`src/rtl/picorv32_mem_arbiter.sv`:
```
// rtl/picorv32_mem_arbiter.sv - two-requester round-robin arbiter for the PicoRV native memory bus
// Serialises m0/m1 onto one downstream port, holds each grant to completion, aborts hung transfers.
module picorv32_mem_arbiter #(
  parameter int unsigned TIMEOUT_CYCLES = 1024,
  parameter logic [31:0] ERR_RDATA      = 32'hDEAD_BEEF,
  parameter int unsigned CNT_WDT        = 16
) (
  input  logic        clk,
  input  logic        resetn,
  input  logic        m0_mem_valid,
  input  logic        m0_mem_instr,
  input  logic [31:0] m0_mem_addr,
  input  logic [31:0] m0_mem_wdata,
  input  logic [3:0]  m0_mem_wstrb,
  output logic        m0_mem_ready,
  output logic [31:0] m0_mem_rdata,
  input  logic        m1_mem_valid,
  input  logic        m1_mem_instr,
  input  logic [31:0] m1_mem_addr,
  input  logic [31:0] m1_mem_wdata,
  input  logic [3:0]  m1_mem_wstrb,
  output logic        m1_mem_ready,
  output logic [31:0] m1_mem_rdata,
  output logic        s_mem_valid,
  output logic        s_mem_instr,
  output logic [31:0] s_mem_addr,
  output logic [31:0] s_mem_wdata,
  output logic [3:0]  s_mem_wstrb,
  input  logic        s_mem_ready,
  input  logic [31:0] s_mem_rdata,
  output logic        grant_id,
  output logic        timeout_flag,
  output logic        timeout_id,
  input  logic        timeout_clr
);

  typedef enum logic [1:0] {IDLE, BUSY, DONE} state_t;

  localparam bit                 WDT_EN   = (TIMEOUT_CYCLES != 0);
  localparam logic [CNT_WDT-1:0] WDT_LAST = CNT_WDT'(TIMEOUT_CYCLES - 1);

  state_t             state, state_nx;
  logic               last_grant;
  logic [CNT_WDT-1:0] counter;
  logic               any_valid, winner, wdt_hit, fire;
  logic [31:0]        fire_data;

  // On a tie the requester that did not own the previous transfer wins.
  always_comb begin
    any_valid = m0_mem_valid | m1_mem_valid;
    winner    = m1_mem_valid & (~m0_mem_valid | ~last_grant);
    wdt_hit   = WDT_EN && (counter == WDT_LAST) && !s_mem_ready;
    fire      = (state == BUSY) && (s_mem_ready || wdt_hit);
    fire_data = s_mem_ready ? s_mem_rdata : ERR_RDATA;
  end

  always_ff @(posedge clk or negedge resetn) begin
    if (!resetn) state <= IDLE;
    else         state <= state_nx;
  end

  always_comb begin
    state_nx = state;
    case (state)
      IDLE:    if (any_valid) state_nx = BUSY;
      BUSY:    if (fire)      state_nx = DONE;
      DONE:    state_nx = IDLE;
      default: state_nx = IDLE;
    endcase
  end

  always_ff @(posedge clk or negedge resetn) begin
    if (!resetn) begin
      last_grant   <= 1'b1;
      counter      <= '0;
      grant_id     <= 1'b0;
      s_mem_valid  <= 1'b0;
      s_mem_instr  <= 1'b0;
      s_mem_addr   <= '0;
      s_mem_wdata  <= '0;
      s_mem_wstrb  <= '0;
      m0_mem_ready <= 1'b0;
      m1_mem_ready <= 1'b0;
      m0_mem_rdata <= '0;
      m1_mem_rdata <= '0;
      timeout_flag <= 1'b0;
      timeout_id   <= 1'b0;
    end else begin
      // Ready pulses and their data live for the single DONE cycle only.
      m0_mem_ready <= fire && !grant_id;
      m1_mem_ready <= fire && grant_id;
      m0_mem_rdata <= (fire && !grant_id) ? fire_data : '0;
      m1_mem_rdata <= (fire && grant_id) ? fire_data : '0;
      if (timeout_clr) timeout_flag <= 1'b0;
      case (state)
        IDLE: begin
          if (any_valid) begin
            s_mem_valid <= 1'b1;
            s_mem_instr <= winner ? m1_mem_instr : m0_mem_instr;
            s_mem_addr  <= winner ? m1_mem_addr  : m0_mem_addr;
            s_mem_wdata <= winner ? m1_mem_wdata : m0_mem_wdata;
            s_mem_wstrb <= winner ? m1_mem_wstrb : m0_mem_wstrb;
            grant_id    <= winner;
            last_grant  <= winner;
            counter     <= '0;
          end
        end
        BUSY: begin
          if (fire) begin
            s_mem_valid <= 1'b0;
            if (!s_mem_ready) begin
              timeout_flag <= 1'b1;
              timeout_id   <= grant_id;
            end
          end else begin
            counter <= counter + CNT_WDT'(1);
          end
        end
        default: ;
      endcase
    end
  end

endmodule

```
`config.mk`:
```
export PLATFORM = sky130hd
export DESIGN_NAME = picorv32_mem_arbiter
export DESIGN_NICKNAME = d
export VERILOG_FILES = /design/src/rtl/picorv32_mem_arbiter.sv
export SDC_FILE = /design/constraint.sdc
export NUM_CORES = 1
export LEC_CHECK = 0
export BUFFER_PORTS_ARGS = -buffer_cell sky130_fd_sc_hd__clkbuf_2
export CORE_MARGIN = 4
export CORE_UTILIZATION = 47
export DETAILED_ROUTE_END_ITERATION = 7
export PLACE_DENSITY_LB_ADDON = 0.1
export SYNTH_ARGS = -nofsm -noshare
export SYNTH_HDL_FRONTEND = slang
export SYNTH_SLANG_ARGS = --single-unit
```
`constraint.sdc`:
```
create_clock -name clk -period 2.3 [get_ports clk]
set_input_delay 0.46 -clock clk [delete_from_list [all_inputs] [get_ports clk]]
set_output_delay 0.46 -clock clk [all_outputs]
set_load 0.01 [all_outputs]
```
; ---- Word level (Yosys, flattened, before mapping)
; Cells that the tools add are included.
; Widths: inputs -> output; s select.
[op_classes]
n_addsub = 1
eq_ne = 5
n_mux = 20
bitwise = 6
reduce_logical = 14
[op_table]
columns = cell, count
row1 = $mux 32, 5
row2 = $mux 16, 2
row3 = $pmux 16 s2, 1
row4 = $add 16x1->16 const B, 1
row5 = $eq 16x10->1 const B, 1
row6 = $reduce_and 3->1, 3
row7 = $mux 1, 7
row8 = $ne 2x2->1 const B, 3
row9 = $logic_and 1x1->1, 4
row10 = $mux 2, 2
row11 = $mux 4, 1
row12 = $pmux 2 s2, 1
row13 = $reduce_and 2->1, 2
row14 = $not 1->1, 3
row15 = $eq 2x1->1 const B, 1
row16 = $logic_not 1->1, 2
row17 = $logic_not 2->1, 1
row18 = $or 1x1->1, 2
row19 = $pmux 1 s2, 1
row20 = $reduce_bool 2->1, 1
row21 = $and 1x1->1, 1
row22 = $logic_or 1x1->1, 1
[totals]
register_bits = 158
out_inout_bits = 139
wordCells = 61

; ---- Logic depth before layout (Yosys ltp)
[logic_depth]
word_depth = 6
ltp_mapped = 8
mapped_depth_nobuf = 6

; ---- Least setup slack after synthesis
; OpenSTA, ideal clock, no wires.
[synth_timing]
path_kind = register to register
from = register counter[0]
to = register m1_mem_rdata[10]
setup_time_ps = 136
t_arrival_ps = 1755
required_ps = 2164
path_slack_ps = 409
stages_incl_launch_ff = 9
path_buffers = 3
period_less_slack_ps = 1891
path_cell_list = dfrtp_1 > ha_1 > and4_1 > buf_4 > and3_1 > buf_6 > a21oi_4 > buf_2 > nor3_1
[synth_via]
elab_chain_len = 6
[synth_lines]
columns = element, line
row1 = start: declaration, 44  ; logic [CNT_WDT-1:0] counter;
row2 = start signal: assignment, 116  ; counter <= counter + CNT_WDT'(1);
row3 = $eq 16x10->1, 52  ; wdt_hit = WDT_EN && (counter == WDT_LAST) && !s_mem_ready;
row4 = $logic_and 1x1->1, 52
row5 = $logic_or 1x1->1, 53  ; fire = (state == BUSY) && (s_mem_ready || wdt_hit);
row6 = $logic_and 1x1->1, 53
row7 = $logic_and 1x1->1, 93  ; m1_mem_rdata <= (fire && grant_id) ? fire_data : '0;
row8 = $mux 32, 93
row9 = end signal: assignment, 93
row10 = end: declaration, 23  ; output logic [31:0] m1_mem_rdata,
; Every way passes these cells.
; A chain may end at the register's enable or synchronous reset.

; ---- Final worst setup path
[layout_timing]
from = register counter[0]
to = register counter[6]
[layout_via]
elab_chain_len = 6
elab_cells_between_ends = 9
classes_between = add/sub (1) / eq/ne (2) / mux (2) / reduce/logical (4)
[layout_lines]
columns = element
row1 = "parallel branches: the longest is 6 deep, another holds $add 16x1->16"
; Parallel ways; which one is timed is not known. The select of a mux whose other input is x is not followed.

==> impl_metrics.py <==
metrics = {
    "synthesis": {
        "ys_types": 45,
        "ys_seq_elements": 158,
        "synth_warnings": 0,
        "synthTopCellsByArea": "dfrtp_1 56%, mux2i_1 10%, o21ai_0 7.1%",
        "yosysSeqAreaShare_pct": 56.5,
        "netlist_instances": 645,
        "synth_common_cells": "157 x dfrtp_1, 99 x o21ai_0, 78 x nand2_1",
        "synthesis.area_um2": 7000,
        "synth_most_common_cell": "dfrtp_1",
        "synth_flop_cell": "dfrtp_1",
        "avgSynthCellArea_um2": 10.9,
        "synth_top_cell_area_share_pct": 56.1,
        "async_flop_share_pct": 100,
        "synth_area_leader_cell": "dfrtp_1",
        "synth_edf_count": 0,
        "syn-num-nets": 822,
    },
    "clocking": {
        "cts_tree": "done",
        "cts.sinks": 158,
        "cts_buffers": 17,
        "root_buffer": "clkbuf_16",
        "cts_buffer_depth": 2,
        "clk_pin_slew_worst_paths_ps": 60,
        "cts_max_level": 4,
        "insertion_delay_ps": 420,
    },
    "pwr": {
        "ir_drop_uv": 656,
        "internal_power_mw": 7.00,
        "p_leak_nw": 4.95,
        "switching_power_mw": 3.66,
        "seq_power_share_pct": 38.0,
        "power.density_nw_per_um2": 1120,
        "switching_share_pct": 34.3,
        "combPwrFrac_pct": 32.7,
        "power.share.clock_pct": 29.3,
        "totalPowerFinal_mw": 10.7,
    },
    "finish": {
        "syn_to_final_growth_pct": 36.0,
        "drive_above_1_share_pct": 41.2,
        "fin_nets": 1130,
        "fill_cells": 1198,
        "post-route-util_pct": 65.3,
        "antenna_cells": 0,
    },
    "status": {
        "status": "finished clean",
    },
    "placed_design": {
        "port_buffers": 314,
        "gp_congestion": 0.893,
        "dpl.hpwl_mm": 15.0,
    },
    "detailed_routing": {
        "finalWirelength_mm": 19.8,
        "routed_via_density": 5.24,
        "wl_per_cell_um": 17.3,
        "ant_nets": 0,
        "drc": 0,
        "drt-initial-drc-count": 284,
        "route.vias.total": 6021,
        "dr.pass1.iters": 4,
    },
    "global_route": {
        "grt_max_degree": 92,
        "grt_usage_pct": 22.8,
        "overflow": 0,
        "grt_pass1_wl_mm": 29.9,
        "antenna_found_initial": 0,
        "grt_pass1_vias": 5793,
    },
    "floorplanning": {
        "die_area_um2": 16900,
        "fp.coreArea_um2": 14600,
        "die_w_um": 130,
        "rows": 44,
        "die_h_um": 130,
        "initial_core_util_pct": 48.0,
        "io_pins": 315,
    },
    "timing": {
        "slew_viol_final": 0,
        "setup_violations": 0,
        "fin_skew_ps": 10.1,
        "timing_hold_violations_final": 0,
        "rsz0062_at_grt": "false",
        "min_period_ps": 2060,
        "clock.fmax_mhz": 485,
        "fin_crit_sh_pct": 89.7,
        "max_slew_margin_pct": 43.4,
        "worstMarginPinSlew_ps": 843,
        "setup_tns_ps": 0,
    },
    "setup_path": {
        "worstSetupEndpointType": "register",
        "slowest_delay_ps": 430,
        "required_ps": 2650,
        "path_cells": "ha_1 -> and4_1 -> and3_1 -> buf_4 -> a2111oi_1 -> o22a_1",
        "critPathTopFamily": "compound AO/OA/AOI/OAI gates",
        "crit_slowest_cell": "a2111oi_1",
        "arrival_ps": 2420,
        "crit_buf_inv": 1,
        "worst-setup-path-type": "register to register",
        "startpoint_type": "register",
        "worst-path-max-fanout": 7,
    },
    "min_path": {
        "hp-class": "input pin to register",
    },
    "job": {
        "cap_viol_max_count": 0,
    },
}
-- registers in the layout, indices dropped and copies added, names as in the netlist, 2 cells and up --
name and flops:
s_mem_wstrb 4, m1_mem_rdata 32, state 2, counter 16
s_mem_addr 32, m0_mem_rdata 32, s_mem_wdata 32
-- area by class of cell --
| class | instances | area, um2 | share of cell area (%) |
|---|---|---|---|
| clock inverter | 11 | 214 | 2.25 |
| sequential | 158 | 3960 | 41.6 |
| clock buffer | 19 | 443 | 4.65 |
| multi-input combinational | 404 | 2710 | 28.5 |
| tap | 184 | 230 | 2.42 |
| inverter | 33 | 124 | 1.30 |
| timing repair buffer | 339 | 1840 | 19.4 |
-- metrics by stage --
step | hold WS (ps) | std cells | instance area [um2] | setup slack (ps)
floorplan | 164 | 645 | 7000 | 409
global placement | 410 | 1117 | 8850 | 348
detailed placement | 405 | 1117 | 8850 | 211
CTS | 201 | 1148 | 9520 | 185
global route | 245 | 1148 | 9520 | 25.2
finish | 214 | 1148 | 9520 | 237
-- what timing repair did --
action | 4_1_cts | 5_1_grt
gates resized for setup | 0 | 1
endpoints found under the hold margin | 40 | 0
setup buffers | 0 | 0
hold buffers | 1 | 0
setup endpoints to repair | 0 | 1
-- path summary, 6_finish.rpt --
| kind | from | to | slack [ps] | depth (start not counted) |
|---|---|---|---|---|
| worst min-delay path | timeout_clr | timeout_flag$_DFF_PN0_ | 210 | 2 |
| worst max-delay path | counter[0]$_DFFE_PN0P_ | counter[6]$_DFFE_PN0P_ | 240 | 6 |
| min in group asynchronous | resetn | s_mem_addr[5]$_DFFE_PN0P_ | 530 | 2 |
| worst max register to register | counter[0]$_DFFE_PN0P_ | counter[6]$_DFFE_PN0P_ | 240 | 6 |
| max in group asynchronous | resetn | s_mem_wstrb[3]$_DFFE_PN0P_ | 1130 | 3 |
| worst min register to register | s_mem_addr[30]$_DFFE_PN0P_ | s_mem_addr[30]$_DFFE_PN0P_ | 480 | 2 |
-- layout by cell type (no fill, tap or decap), drive strengths merged, types with 2 or more instances in the layout --
cell,instances
inv,34
o211ai,3
mux2i,72
a21oi,6
a2111oi,25
clkinvlp,2
clkinv,2
nand3,9
nor4,3
a31oi,5
o22ai,3
nor3,28
nand4,4
and2,19
o21ai,103
and3,7
dfrtp,157
a211oi,4
clkbuf,332
nor2,9
o22a,3
buf,25
nand2,78
and4,5
bufinv,6
a2bb2oi,2
or3,2
-- cell families (layout without fill, tap and decap cells) --
kind of cell	count (synthesis)	in the layout	synth area share (%)
adder cells (fa/ha/maj)	1	1	0.179
flip-flops	158	158	56.5
AO/OA/AOI/OAI	160	160	16.1
multiplexers	73	73	10.5
buffers and inverters	83	402	5.15
AND/OR/NAND/NOR	170	170	11.7
-- power by group through the flow --
| stage | sequential [mW] | combinational [mW] | clock [mW] |
|---|---|---|---|
| floorplan | 4.40 | 1.55 | 0 |
| global placement | 4.06 | 3.44 | 0 |
| detailed placement | 4.11 | 3.52 | 0 |
| CTS | 4.06 | 3.54 | 3.19 |
| global route | 4.15 | 3.86 | 3.31 |
| finish | 4.05 | 3.48 | 3.13 |
-- routing by layer --
layer	track usage (%)	part of all wire [%]	vias to the layer above	wire length, um
li1	-	-	2899	-
met1	27.3	38	2883	7550
met2	39.7	53	200	10500
met3	4.79	6.0	39	1180
met4	10.1	2.8	0	561
met5	0	0	-	0
(Power assumes the default switching activity.)
